File: src/rtl/multicycle_control.sv
// rtl/multicycle_control.sv - multi-cycle FETCH/DECODE/EXEC/MEM/WB control FSM
// Drives memory handshakes and write strobes, counts retired instructions, halts on faults.
module multicycle_control #(
  parameter int MEM_TIMEOUT = 16,
  parameter int CNT_WIDTH   = 32
) (
  input  logic                 clk,
  input  logic                 reset,
  input  logic                 run,
  input  logic [6:0]           opcode,
  input  logic                 imemReady,
  input  logic                 dmemReady,
  output logic                 imemReq,
  output logic                 irWriteEnable,
  output logic                 dmemReq,
  output logic                 dmemWrite,
  output logic                 regWriteEnable,
  output logic                 pcWriteEnable,
  output logic [2:0]           state,
  output logic                 halted,
  output logic                 illegalInstr,
  output logic                 busError,
  output logic [CNT_WIDTH-1:0] instret
);

  typedef enum logic [2:0] {
    S_IDLE   = 3'd0,
    S_FETCH  = 3'd1,
    S_DECODE = 3'd2,
    S_EXEC   = 3'd3,
    S_MEM    = 3'd4,
    S_WB     = 3'd5,
    S_HALT   = 3'd6
  } state_t;

  localparam logic [6:0] OP_OP     = 7'b0110011;
  localparam logic [6:0] OP_IMM    = 7'b0010011;
  localparam logic [6:0] OP_LOAD   = 7'b0000011;
  localparam logic [6:0] OP_STORE  = 7'b0100011;
  localparam logic [6:0] OP_BRANCH = 7'b1100011;
  localparam logic [6:0] OP_JAL    = 7'b1101111;
  localparam logic [6:0] OP_JALR   = 7'b1100111;
  localparam logic [6:0] OP_LUI    = 7'b0110111;
  localparam logic [6:0] OP_AUIPC  = 7'b0010111;
  localparam logic [6:0] OP_SYSTEM = 7'b1110011;

  // The counter only has to reach MEM_TIMEOUT-1 before the watchdog fires.
  localparam int WAIT_W = (MEM_TIMEOUT > 1) ? $clog2(MEM_TIMEOUT) : 1;
  localparam logic [WAIT_W-1:0] WAIT_LAST = WAIT_W'((MEM_TIMEOUT > 0) ? MEM_TIMEOUT - 1 : 0);

  state_t            cur;
  state_t            nxt;
  logic [WAIT_W-1:0] wait_cnt;
  logic              known_op;
  logic              timeout;
  logic              retire;
  logic              set_halted;
  logic              set_illegal;
  logic              set_bus;

  assign state    = cur;
  assign known_op = opcode inside {OP_OP, OP_IMM, OP_LOAD, OP_STORE, OP_BRANCH,
                                   OP_JAL, OP_JALR, OP_LUI, OP_AUIPC};
  assign timeout  = (MEM_TIMEOUT != 0) && (wait_cnt == WAIT_LAST);

  always_comb begin
    nxt            = cur;
    retire         = 1'b0;
    set_halted     = 1'b0;
    set_illegal    = 1'b0;
    set_bus        = 1'b0;
    imemReq        = 1'b0;
    irWriteEnable  = 1'b0;
    dmemReq        = 1'b0;
    dmemWrite      = 1'b0;
    regWriteEnable = 1'b0;
    pcWriteEnable  = 1'b0;
    case (cur)
      S_IDLE: if (run) nxt = S_FETCH;
      S_FETCH: begin
        imemReq = 1'b1;
        if (imemReady) begin
          irWriteEnable = 1'b1;
          nxt           = S_DECODE;
        end else if (timeout) begin
          set_bus = 1'b1;
          nxt     = S_HALT;
        end
      end
      S_DECODE: begin
        if (opcode == OP_SYSTEM) begin
          set_halted = 1'b1;
          nxt        = S_HALT;
        end else if (known_op) begin
          nxt = S_EXEC;
        end else begin
          set_illegal = 1'b1;
          nxt         = S_HALT;
        end
      end
      S_EXEC: begin
        if (opcode == OP_LOAD || opcode == OP_STORE) nxt = S_MEM;
        else if (opcode == OP_BRANCH)                retire = 1'b1;
        else                                         nxt = S_WB;
      end
      S_MEM: begin
        dmemReq   = 1'b1;
        dmemWrite = (opcode == OP_STORE);
        if (dmemReady) begin
          if (opcode == OP_STORE) retire = 1'b1;
          else                    nxt = S_WB;
        end else if (timeout) begin
          set_bus = 1'b1;
          nxt     = S_HALT;
        end
      end
      S_WB: begin
        regWriteEnable = 1'b1;
        retire         = 1'b1;
      end
      default: nxt = cur;
    endcase
    // Every retire path funnels through here so run is sampled in one place.
    if (retire) begin
      pcWriteEnable = 1'b1;
      nxt           = run ? S_FETCH : S_IDLE;
    end
  end

  always_ff @(posedge clk) begin
    if (reset) begin
      cur          <= S_IDLE;
      wait_cnt     <= '0;
      halted       <= 1'b0;
      illegalInstr <= 1'b0;
      busError     <= 1'b0;
      instret      <= '0;
    end else begin
      cur          <= nxt;
      halted       <= halted | set_halted;
      illegalInstr <= illegalInstr | set_illegal;
      busError     <= busError | set_bus;
      if (retire) instret <= instret + CNT_WIDTH'(1);
      // A state change is the only way into FETCH or MEM, so it restarts the watchdog.
      if (nxt != cur)
        wait_cnt <= '0;
      else if ((cur == S_FETCH && !imemReady) || (cur == S_MEM && !dmemReady))
        wait_cnt <= wait_cnt + WAIT_W'(1);
    end
  end

endmodule

File: config.mk
export PLATFORM = sky130hd
export DESIGN_NAME = multicycle_control
export DESIGN_NICKNAME = d
export VERILOG_FILES = /design/src/rtl/multicycle_control.sv
export SDC_FILE = /design/constraint.sdc
export NUM_CORES = 1
export LEC_CHECK = 0
export CAP_MARGIN = 20
export CORE_MARGIN = 4
export CORE_UTILIZATION = 54
export DETAILED_ROUTE_END_ITERATION = 12
export PLACE_DENSITY = 0.83
export SLEW_MARGIN = 30
export SYNTH_ARGS = -nofsm -noshare
export SYNTH_HDL_FRONTEND = slang
export SYNTH_SLANG_ARGS = --single-unit
File: constraint.sdc
create_clock -name clk -period 3.9 [get_ports clk]
set_input_delay 0.585 -clock clk [delete_from_list [all_inputs] [get_ports clk]]
set_output_delay 0.585 -clock clk [all_outputs]
set_load 0.05 [all_outputs]
==> results of run 1 <==
-- worst max-delay path: cells and delay by family --
| family | cells | cell delay, ns |
|---|---|---|
| buffers and inverters | 4 | 1.82 |
| and+or+nand+nor | 1 | 0.38 |
| AOI/OAI and AO/OA | 1 | 0.14 |
-- sequential cells by signal, indices dropped and copies added (netlist names) --
signal	count
wait_cnt	4
halted	1
state	3
busError	1
illegalInstr	1
instret	32
-- power groups by stage --
stage / Combinational (mW) / Sequential (mW) / Clock, mW
6_report: 0.229 / 0.473 / 0.261
5_1_grt: 0.245 / 0.477 / 0.281
3_3_place_gp: 0.228 / 0.482 / 0
2_1_floorplan: 0.145 / 0.495 / 0
3_5_place_dp: 0.229 / 0.483 / 0
4_1_cts: 0.229 / 0.473 / 0.265
-- cells in the mapped netlist (6+ instances only) --
cell,n,area (µm²)
or4_1,13,97.6
nand3_1,13,65.1
nor3_1,6,30.0
a21oi_1,34,170
dfxtp_1,42,841
or3_1,13,81.3
inv_1,10,37.5
o31ai_1,13,97.6
nand2_1,20,75.1
nor2_1,20,75.1
clkbuf_1,7,26.3
o21ai_0,18,90.1
-- how the worst min path moves through the flow --
stage | start | end | slack [ns]
2_1_floorplan | wait_cnt[1] | wait_cnt[1] | 0.51
3_3_place_gp | busError | busError | 0.46
3_5_place_dp | busError | busError | 0.47
4_1_cts | busError | busError | 0.49
5_1_grt | instret[1] | instret[1] | 0.50
6_report | busError | busError | 0.48
-- layout by cell type, fill, tap and decap left out, types with 3 or more instances in the layout --
master,instances
nand2b_1,3
or4_1,13
and2_1,3
nor2b_1,5
nor2_1,20
clkbuf_8,5
o21ai_0,18
nand3_1,13
xnor2_1,4
inv_1,10
nand3b_1,3
buf_4,4
nand4_1,5
and3_1,5
o31ai_1,13
dfxtp_1,42
nor4_1,3
and4_1,3
or3_1,13
nand2_1,20
clkdlybuf4s50_1,55
a21oi_1,34
nor3_1,6
-- metal layers --
layer | up-vias | track usage | routed length (µm)
li1 | 1180 | - | -
met1 | 1069 | 0.305 | 2720
met2 | 48 | 0.363 | 2720
met3 | 7 | 0.0338 | 221
met4 | 0 | 0.0632 | 65
met5 | - | 0 | 0
-- through the flow --
step | area (µm²) | power [mW]
after floorplan | 2370 | 0.640
after global placement | 2930 | 0.710
after detailed placement | 2940 | 0.712
after CTS | 3020 | 0.968
after global routing | 3020 | 1.00
final | 3020 | 0.963
-- kinds of logic after synthesis --
| logic type | after synthesis |
|---|---|
| buffers and inverters | 24 |
| AO/OA/AOI/OAI | 82 |
| flip-flops | 42 |
| XOR/XNOR | 6 |
| AND/OR/NAND/NOR | 127 |
| adder cells (fa/ha/maj) | 2 |
| multiplexers | 4 |
-- area by class of cell --
| cell class | instances | area, µm² | share of cell area |
|---|---|---|---|
| Multi-Input combinational cell | 221 | 1420 | 0.470 |
| Timing Repair Buffer | 59 | 581 | 0.193 |
| Inverter | 10 | 37.5 | 0.0124 |
| Tap cell | 50 | 62.6 | 0.0207 |
| Sequential cell | 42 | 841 | 0.279 |
| Clock buffer | 7 | 76.3 | 0.0253 |
==> metrics, run 1 <==
Adder-Cell Fraction of Synth Area=0.0106; RD Place Congestion=approximately 0.77; crit path DAT=2.93 ns; final core area utilization=0.733; DRT iter0 DRCs=180; Worst setup EP type=output pin; Synth async-reset ratio=0; die area=roughly 5500 µm²; post-synthesis compound-gate area fraction=0.218; status=complete, no violations; Initial Utilization=0.576; Post-CTS Setup Bufs=0; worst endpoint required time=about 3.3 ns; Critical Path Source Type=input port; Pre-antenna DRT Iters=4; die width=roughly 74 µm; RSZ-0062 raised after global routing=false; number of flops mapped to enable cells by yosys=0; Final Net Count=approximately 350; Synth warnings=0; H-tree depth=2; area delta synth->final=27.3%; Period Utilization, post-route=0.902; TritonCTS clock tree=done; crit path to=pcWriteEnable; Pleak=about 0.96 nW; Primary FF master, synth=dfxtp_1; Mapped Area=2370 µm²; Synth cell types=between 50 and 60; proportion of layout cells with a drive suffix above 1=0.0678; sequential fraction of design power=0.491; largest family of logic cells by synthesized area=simple AND/OR/NAND/NOR gates; worst r2r path cells=6; Sw Pwr=0.310 mW; Antenna diodes=0; DRT Wirelength=~5700 µm; cts hold-fix bufs=0; WL/cell=between 10 and 15 µm; Port Buf Inserts=55; Hold Slack=0.476 ns; mux cell area share after synthesis=0.0185; HPWL after detailed placement=4190 µm; launching point of the worst reg2reg path=state[0]; # Max-Cap Violations=0; worst clock skew=approximately 0.0077 ns; Comb pwr share=0.238; DR DRC count=0; GRT Util Overall=0.222; max_slew headroom=0.615; chip height=74.2 µm; Syn Area/Cell=8.25 µm²; DP Cell Count=around 380; Clock Pin Slew Worst Setup and Hold Paths=roughly 0.070 ns; clock power share=0.271; Clock Tree Root=clkbuf_8; Mapped Cells=between 200 and 300; vias in the first global route=2179; CP max stage cell=clkdlybuf4s50_1; via count=~2300; Reg2Reg Capture Point=instret[28]; Worst Hold Depth=2; R2R setup slack=approximately 1.5 ns; Finished Layout Cells=approximately 390; hold crit path type=flip-flop to flip-flop; Worst Max-Slew Pin Slew=0.576 ns; CTS Buf Count=5; Final Max Slew Viols=0; Finish-stage setup viols=0; Seq/Total Area, Yosys=0.355; beginning of the critical path=opcode[6]; Place WS=between 0.4 and 0.5 ns; Post-Route Setup TNS=0 ns; Via density=between 5 and 6; FF+latch count, synth=42; fmax=~0.28 GHz; slowest stage delay, CP=roughly 0.84 ns; XOR/XNOR share of the synthesized area=0.0222; Detail Route Antenna Nets=0; Rows=23; Max Root-Sink Buffers=2; WS Path Type=input port to output pin; CP cell instances=clkdlybuf4s50_1, inv_1, nor4_4, a21oi_1, inv_1, clkdlybuf4s50_1; final worst setup slack=about 0.38 ns; Post-Synth Simple-Gate Area=0.329; GRT Residual Overflow=0; fill count=around 340; core area=4120 µm²; Pint=~0.65 mW; Cell Pwr Density=approximately 320 nW/µm²; Clk Latency, worst-skew pair=between 0.2 and 0.3 ns; Peak VDD IR=244 µV; number of I/O pins=56; PostCTS Resize Cnt=0; largest net degree at the start of global routing=30; # clock sinks=42; syn nets=approximately 300; first-pass GRT wire length=just under 10000 µm; fin crit period=~3.5 ns; CP Max Fanout=9; final-report hold violation count=0; antenna violations before repair=0; Sw Ratio=0.322
Power figures use the tool's default switching activity.
==> inputs of run 2 (changes only) <==
CTS_BUF_LIST = sky130_fd_sc_hd__clkbuf_4 sky130_fd_sc_hd__clkbuf_8 sky130_fd_sc_hd__clkbuf_16   (was unset)
SETUP_SLACK_MARGIN = 0.2   (was unset)
SKIP_CTS_REPAIR_TIMING = 1   (was unset)
==> metrics, run 2 (synthesis results as in run 1) <==
Biggest register=instret; Worst setup EP type=output pin; RSZ-0062 raised after global routing=false; Pleak=between 0.9 and 1 nW; hold crit path type=flip-flop to flip-flop; launching point of the worst reg2reg path=state[0]; max reg flops=32; area delta synth->final=27.6%; max_slew headroom=0.618; WS Path Type=input port to output pin; # clock sinks=between 40 and 50; DR DRC count=0; H-tree depth=2; die width=between 70 and 80 µm; beginning of the critical path=opcode[6]; worst endpoint required time=3.31 ns; # Max-Cap Violations=0; proportion of layout cells with a drive suffix above 1=0.0737; Final Net Count=about 350; Max Root-Sink Buffers=2; Initial Utilization=0.576; die area=5510 µm²; GRT Residual Overflow=0; fmax=around 0.28 GHz; Cell Pwr Density=between 300 and 400 nW/µm²; DRT Wirelength=~5700 µm; Peak VDD IR=between 200 and 250 µV; Clk Latency, worst-skew pair=about 0.29 ns; antenna violations before repair=0; largest net degree at the start of global routing=30; Pre-antenna DRT Iters=4; commonest non-fill, non-tap cell in the layout=clkdlybuf4s50_1; number of I/O pins=between 50 and 60; DRT iter0 DRCs=~160; Port Buf Inserts=55; first-pass GRT wire length=roughly 10000 µm; Clock Tree Root=clkbuf_8; most frequent cells in the layout=clkdlybuf4s50_1 (55), dfxtp_1 (42), a21oi_1 (34); Total Power=between 0.9 and 1 mW; Critical Path Source Type=input port; vias in the first global route=between 2000 and 2500; final-report hold violation count=0; Detail Route Antenna Nets=0; Worst Min Path Start=busError; TritonCTS clock tree=done; crit path DAT=slightly below 3 ns; Post-Route Setup TNS=0 ns; chip height=74.2 µm; HPWL after detailed placement=4190 µm; Finish-stage setup viols=0; GRT Util Overall=0.223; status=complete, no violations; WL/cell=between 10 and 15 µm; via count=2291; RD Place Congestion=~0.77; Antenna diodes=0; Final Max Slew Viols=0; Period Utilization, post-route=0.902; Via density=between 5 and 6; Clock Pin Slew Worst Setup and Hold Paths=0.07 ns; core area=just over 4000 µm²; Rows=23; worst clock skew=about 0.0062 ns; CP Max Fanout=9; fin crit period=around 3.5 ns; CTS Buf Count=5; Worst Max-Slew Pin Slew=roughly 0.57 ns
run 2: cell type report:
cell class | instances | area, µm²
tap | 50 | 62.6
clock buffer | 7 | 83.8
inverter | 10 | 37.5
timing repair buffer | 59 | 581
sequential | 42 | 841
multi-input combinational | 221 | 1420
fill | 334 | 1090
run 2: critical path: stages:
cell	delay, ns
clkdlybuf4s50_1	0.62
inv_1	0.15
nor4_4	0.38
a21oi_1	0.14
inv_1	0.21
clkdlybuf4s50_1	0.84
run 2: layer usage:
layer | up-vias | wire (µm) | track usage
li1 | 1183 | - | -
met1 | 1052 | 2660 | 0.303
met2 | 51 | 2760 | 0.366
met3 | 5 | 240 | 0.0351
met4 | 0 | 59 | 0.0652
met5 | - | 0 | 0
run 2: metrics by stage:
| stage | util | worst slack, ns | hold WS, ns | cell area, µm² | cells |
|---|---|---|---|---|---|
| 2_1_floorplan | - | 0.926 | 0.514 | 2370 | 287 |
| 3_3_place_gp | 0.712 | 0.452 | 0.458 | 2930 | 381 |
| 3_5_place_dp | 0.714 | 0.405 | 0.467 | 2940 | 382 |
| 4_1_cts | 0.735 | 0.403 | 0.486 | 3020 | 389 |
| 5_1_grt | 0.735 | 0.264 | 0.503 | 3020 | 389 |
| 6_report | 0.735 | 0.381 | 0.476 | 3020 | 389 |
run 2: power by group:
group / total [mW] / internal [mW] / switching [mW]
clock: 0.273 / 0.137 / 0.136
combinational: 0.229 / 0.0905 / 0.139
sequential: 0.473 / 0.440 / 0.0339
run 2: worst paths after layout:
path / slack [ns] / to / cells after the start
worst max-delay path: 0.38 / pcWriteEnable / 6
worst min register to register: 0.48 / busError / 2
worst min-delay path: 0.48 / busError / 2
worst max register to register: 1.50 / instret[28] / 6
